### src/rtl/ram_port_arbiter.sv
// ram_port_arbiter: shares one single-port synchronous data RAM between the
// processor core and an external host port. Round-robin on ties; every core
// load/store takes two cycles (issue, then data/commit) and the core is held
// through its enable while the access is in flight or the host owns the RAM.
//
//   state        | meaning
//   -------------+-----------------------------------------------------------
//   ST_IDLE      | RAM free; arbitrate core vs host and issue the winner
//   ST_PROC_DATA | core access returning; load data passed through, commit
//   ST_HOST_DATA | host read returning; one-cycle response pulse
module ram_port_arbiter #(
   parameter  int NUM_RAM_ADDRESS = 256,
   parameter  int DATA_WIDTH      = 32,
   localparam int AW              = $clog2(NUM_RAM_ADDRESS)
) (
   input  logic                  clk,
   input  logic                  reset_n,
   input  logic                  run,
   input  logic                  proc_ram_enable,
   input  logic                  proc_ram_read_write,
   input  logic [AW-1:0]         proc_ram_address,
   input  logic [DATA_WIDTH-1:0] proc_ram_data_write,
   output logic [DATA_WIDTH-1:0] proc_ram_data_read,
   output logic                  proc_enable,
   input  logic                  host_req_valid,
   output logic                  host_req_ready,
   input  logic                  host_req_write,
   input  logic [AW-1:0]         host_req_address,
   input  logic [DATA_WIDTH-1:0] host_req_data,
   output logic                  host_rsp_valid,
   output logic [DATA_WIDTH-1:0] host_rsp_data,
   output logic                  ram_enable,
   output logic                  ram_read_write,
   output logic [AW-1:0]         ram_address,
   output logic [DATA_WIDTH-1:0] ram_data_write,
   input  logic [DATA_WIDTH-1:0] ram_data_read
);

   typedef enum logic [1:0] {
      ST_IDLE      = 2'd0,
      ST_PROC_DATA = 2'd1,
      ST_HOST_DATA = 2'd2
   } state_t;

   typedef enum logic {
      GNT_PROC = 1'b0,
      GNT_HOST = 1'b1
   } grant_t;

   state_t                state_q, state_d;
   grant_t                last_grant_q, last_grant_d;
   logic [DATA_WIDTH-1:0] rd_hold_q, rd_hold_d;

   logic core_req;
   logic host_req;
   logic core_wins;

   assign core_req  = proc_ram_enable && run;
   assign host_req  = host_req_valid;
   // On a tie the requester that did not win last time goes first.
   assign core_wins = core_req && (!host_req || (last_grant_q == GNT_HOST));

   // Next-state, RAM steering and core/host handshakes.
   always_comb begin
      state_d            = state_q;
      last_grant_d       = last_grant_q;
      rd_hold_d          = rd_hold_q;
      ram_enable         = 1'b0;
      ram_read_write     = 1'b0;
      ram_address        = '0;
      ram_data_write     = '0;
      host_req_ready     = 1'b0;
      host_rsp_valid     = 1'b0;
      host_rsp_data      = '0;
      proc_ram_data_read = rd_hold_q;
      // A core instruction without a memory request never stalls; one with a
      // request is held until its data cycle, stores included.
      proc_enable        = run && !(proc_ram_enable && (state_q != ST_PROC_DATA));

      case (state_q)
         ST_IDLE: begin
            if (core_wins) begin
               ram_enable     = 1'b1;
               ram_read_write = proc_ram_read_write;
               ram_address    = proc_ram_address;
               ram_data_write = proc_ram_data_write;
               last_grant_d   = GNT_PROC;
               state_d        = ST_PROC_DATA;
            end else if (host_req) begin
               ram_enable     = 1'b1;
               ram_read_write = host_req_write;
               ram_address    = host_req_address;
               ram_data_write = host_req_data;
               host_req_ready = 1'b1;
               last_grant_d   = GNT_HOST;
               state_d        = host_req_write ? ST_IDLE : ST_HOST_DATA;
            end
         end
         ST_PROC_DATA: begin
            proc_ram_data_read = ram_data_read;
            rd_hold_d          = ram_data_read;
            proc_enable        = run;
            state_d            = ST_IDLE;
         end
         ST_HOST_DATA: begin
            host_rsp_valid = 1'b1;
            host_rsp_data  = ram_data_read;
            state_d        = ST_IDLE;
         end
         default: begin
            state_d = ST_IDLE;
         end
      endcase

      // Outputs are forced quiet for the whole reset window, not just after
      // the next edge, so an aborted host read never shows its response.
      if (!reset_n) begin
         ram_enable         = 1'b0;
         ram_read_write     = 1'b0;
         ram_address        = '0;
         ram_data_write     = '0;
         host_req_ready     = 1'b0;
         host_rsp_valid     = 1'b0;
         host_rsp_data      = '0;
         proc_ram_data_read = '0;
         proc_enable        = 1'b0;
      end
   end

   // State, fairness pointer and load-data hold register.
   always_ff @(posedge clk or negedge reset_n) begin
      if (!reset_n) begin
         state_q      <= ST_IDLE;
         last_grant_q <= GNT_HOST;
         rd_hold_q    <= '0;
      end else begin
         state_q      <= state_d;
         last_grant_q <= last_grant_d;
         rd_hold_q    <= rd_hold_d;
      end
   end

endmodule
### config.mk
export PLATFORM = sky130hd
export DESIGN_NAME = ram_port_arbiter
export DESIGN_NICKNAME = d
export VERILOG_FILES = /design/src/rtl/ram_port_arbiter.sv
export SDC_FILE = /design/constraint.sdc
export NUM_CORES = 1
export LEC_CHECK = 0
export ABC_AREA = 1
export CORE_MARGIN = 2
export CORE_UTILIZATION = 38
export CTS_BUF_LIST = sky130_fd_sc_hd__clkbuf_4 sky130_fd_sc_hd__clkbuf_8 sky130_fd_sc_hd__clkbuf_16
export CTS_CLUSTER_SIZE = 30
export DETAILED_ROUTE_END_ITERATION = 7
export GPL_ROUTABILITY_DRIVEN = 0
export PLACE_DENSITY = 0.88
export SYNTH_ARGS = -nofsm -noshare
export SYNTH_HDL_FRONTEND = slang
export SYNTH_SLANG_ARGS = --single-unit
export TNS_END_PERCENT = 10
### constraint.sdc
create_clock -name clk -period 3.1 [get_ports clk]
set_input_delay 0.465 -clock clk [delete_from_list [all_inputs] [get_ports clk]]
set_output_delay 0.465 -clock clk [all_outputs]
set_load 0.03 [all_outputs]
Yosys cells after proc, flatten, opt, wreduce, memory -nomap -nowiden. Cells that the tools add are included.

Register bits after elaboration: 35. Input port bits: 119. Output and inout bits: 109. Logic and storage cells: 50.

Equal/unequal tests: 4. Muxes and demuxes: 33. Reductions and logical operators: 10.

Operator list (count): $mux W32 (8); $mux W8 (4); $mux W1 (17); $mux W2 (4); $logic_and A1 B1 Y1 (4); $ne A3 B3 Y1 const B (1); $eq A2 B1 Y1 const B (1); $eq A2 B2 Y1 const B (1); $logic_not A1 Y1 (2); $logic_not A2 Y1 (1); $ne A2 B1 Y1 const B (1); $reduce_and A2 Y1 (1); $reduce_bool A2 Y1 (1); $logic_or A1 B1 Y1 (1).

Logic depth before layout (Yosys ltp).
Word-level depth: 6. Mapped depth: 7. Depth with buffers taken out: 6.

Least setup slack after synthesis. Ideal clock, no wire load.

Kind: input port to output port. Start point: input port host_req_valid. End point: output port ram_address[1]. Data arrival time: 1.442 ns. Data required time: 2.635 ns. Setup slack: 1.193 ns. Stages: 5. Buffers on the path: 2. Cells stage by stage: buf_6 -> a21oi_4 -> buf_6 -> nor2_1 -> nor2_1.

Longest elaborated chain between the ends: 6. Elaborated cells between the ends (all ways): 7. Classes of those cells: mux: 4; reduce/logical: 3.

RTL lines: from (decl) (RTL line 25) `input logic host_req_valid,`; $logic_not A1 Y1 (RTL line 61) `assign core_wins = core_req && (!host_req || (last_grant_q == GNT_HOST));`; $logic_or A1 B1 Y1 (RTL line 61); $logic_and A1 B1 Y1 (RTL line 61); $mux W8 * (RTL line 82) `if (core_wins) begin`; $mux W8 * (RTL line 80) `case (state_q)`; $mux W8 * (RTL line 117) `if (!reset_n) begin`; to (decl) (RTL line 34) `output logic [AW-1:0] ram_address,`.

Mark *: on every way between the ends. The rest lies on a longest branch, timed or not.

Final worst setup path.
Start point: input port host_req_valid. End point: output port host_req_ready.

Longest elaborated chain between the ends: 6. Elaborated cells between the ends (all ways): 7. Classes of those cells: mux: 4; reduce/logical: 3.

RTL lines: $logic_not A1 Y1 (RTL line 61); $logic_or A1 B1 Y1 (RTL line 61); $logic_and A1 B1 Y1 (RTL line 61); $mux W1 * (RTL line 82); $mux W1 * (RTL line 80); $mux W1 * (RTL line 117); to (decl) (RTL line 26) `output logic host_req_ready,`.

Marks and branches as above.

==> metrics.cfg <==
[clock_tree]
cts-root-buf = clkbuf_8
clockBufferDepth = 2
post_cts.repair.setup_buffers = 0
cts_resized = 0
cts_sinks = 35
hold_buffers = 0
clkTransAtPathRegs_ps = 80
cts_tree = done
cts-htree-levels = 2
numCtsBuffers = 5
clk_latency_ps = 280

[timing]
setup_viol = 0
post-route-min-period_ps = 2740
min_period_over_period_pct = 88.3
slew_violations = 0
skew_ps = 9.24
rsz0062_at_grt = no
setup-tns-final_ps = 0
hold_viol = 0
max_freq_mhz = 366
worst_slew_pin_slew_ps = 616
relSlewSlack_pct = 58.9

[cells_and_area]
multiInputGateArea_sq_um = 1510
fillers = 712
layout-drive-gt1-share_pct = 13.8
antenna_cells = 0
post-route-cell-area_sq_um = 5280
seq_area_sq_um = 877
fin_nets = 880
synthToLayoutAreaGrowth_pct = 71.3

[setup_path]
crit_arrival_ps = 2270
start_kind = input port
crit_type = in2out
cp-end-kind = primary output
r2r_cells = 5
worstPathMaxFanout = 30
cp.required_ps = 2630

[flow_run]
max-cap-violations = 0

[floorplanning]
die-area_sq_um = 8840
die_h_um = 94.0
chipWidth_um = 94.0
rows = 32
start_util_pct = 39.5
ios = 228
fp.coreArea_sq_um = 7810

[drt]
post_drt_wl_per_cell_um = 12.1
dr.pass1.iters = 4
vias = 3801
postRouteAntennaNets = 0
drcViolationCount = 0
viasPerCell = 4.40
routed_wl_mm = 10.4
drtIter0Drc = 121

[power]
powerDensity_nw_per_um2 = 421
ir_drop_mv = 0.445
leakage_nw = 3.03

[yosys]
netlist_instances = 549
syn_nets = 668
synth_edf_count = 0
syn_avg_cell_area_sq_um = 5.61
yosysTopAreaCell = dfrtp_1
yosysMostFrequentCell = nor2_1
yosys-top-cells-area = dfrtp_1 (28%), nor2_1 (18%), nand2_1 (16%), inv_1 (15%), nand3b_1 (6.6%)
ys_types = 19
yosysSeqAreaShare_pct = 28.5
synth_common_cells = nor2_1 (151), nand2_1 (135), inv_1 (127)
synth_async_sr_flop_share_pct = 100
ys.flop_type = dfrtp_1
netlist_area_sq_um = 3080
yosys_register_bits = 35
ys_warn_count = 0
yosysTopAreaCellShare_pct = 27.6

[global_route]
grt_usage_pct = 22.8
antenna_found_initial = 0
grt_max_degree = 57
grt_pass1_vias = 3585
grt_pass1_wl_mm = 16.2
overflow = 0

[placement]
placed_area_sq_um = 5160
detailed_place_hpwl_mm = 8.39
numPortBuffers = 227

[worst_hold_path]
hp-class = in2async

[outcome]
status = finished, final reports clean

## metal layers
metal / GRT usage [%] / vias up / wire length [um]
met5: 0 / - / 0
met4: 6.88 / 0 / 276
met3: 4.17 / 18 / 568
met2: 41.5 / 118 / 5340
met1: 27.2 / 1678 / 4250
li1: - / 1987 / -
## registers in the layout, summed over array words and instances (netlist names)
signal,cells
state_q,2
rd_hold_q,32
last_grant_q,1
## critical path, stage by stage
cell	delay [ps]
clkdlybuf4s50_1	600
nand2_4	220
nand2_2	450
nand3_1	210
nor2_1	130
buf_4	170
## cell type report
class	count	share of cell area, %
clock inverter	2	0.735
timing repair buffer	236	40.9
tap	102	2.42
multi-input combinational	353	28.5
clock buffer	6	1.56
inverter	130	9.25
sequential	35	16.6
## cell usage in the layout (no fill, tap or decap), drive strengths merged
master         instances
a21oi                  2
buf                   86
bufinv                 1
clkbuf                 6
clkdlybuf4s50        150
dfrtp                 34
dfstp                  1
inv                  131
nand2                138
nand3                  1
nand3b                27
nor2                 153
o21ai                 32
## cells by family (layout without fill, tap and decap cells)
kind of cell    count (synthesis)  in the layout  synth area share (%)
flops                          35             35                  28.5
simple gates                  319            319                  42.9
buf+inv                       161            374                  22.7
compound gates                 34             34                  5.89
## worst paths after layout
check / from / endpoint / slack, ps
max: host_req_valid / host_req_ready / 360
min: reset_n / rd_hold_q[21] / 140
max reg2reg: last_grant_q / state_q[1] / 1420
min reg2reg: last_grant_q / last_grant_q / 480
max in group asynchronous: reset_n / rd_hold_q[31] / 2670
min in group clk: last_grant_q / last_grant_q / 480
## power breakdown
| group | switching [W] | leakage, nW | internal (W) |
|---|---|---|---|
| Sequential | 0.0000340 | 0.390 | 0.000583 |
| Clock | 0.000171 | 0.0618 | 0.000265 |
| Combinational | 0.000681 | 2.57 | 0.000489 |
| Total | 0.000887 | 3.03 | 0.00134 |
## stage by stage
stage | util (%) | setup WS, ps | hold slack, ps | std cells | power (W)
after global routing | 67.6 | 188 | 155 | 864 | 0.00238
final | 67.6 | 364 | 141 | 864 | 0.00222
after global placement | 66.0 | 462 | 442 | 856 | 0.00177
after detailed placement | 66.0 | 393 | 448 | 856 | 0.00180
after floorplan | - | 1190 | 169 | 549 | 0.00133
after CTS | 67.6 | 392 | 135 | 864 | 0.00224
No activity file was read; power rests on OpenSTA's default activity.
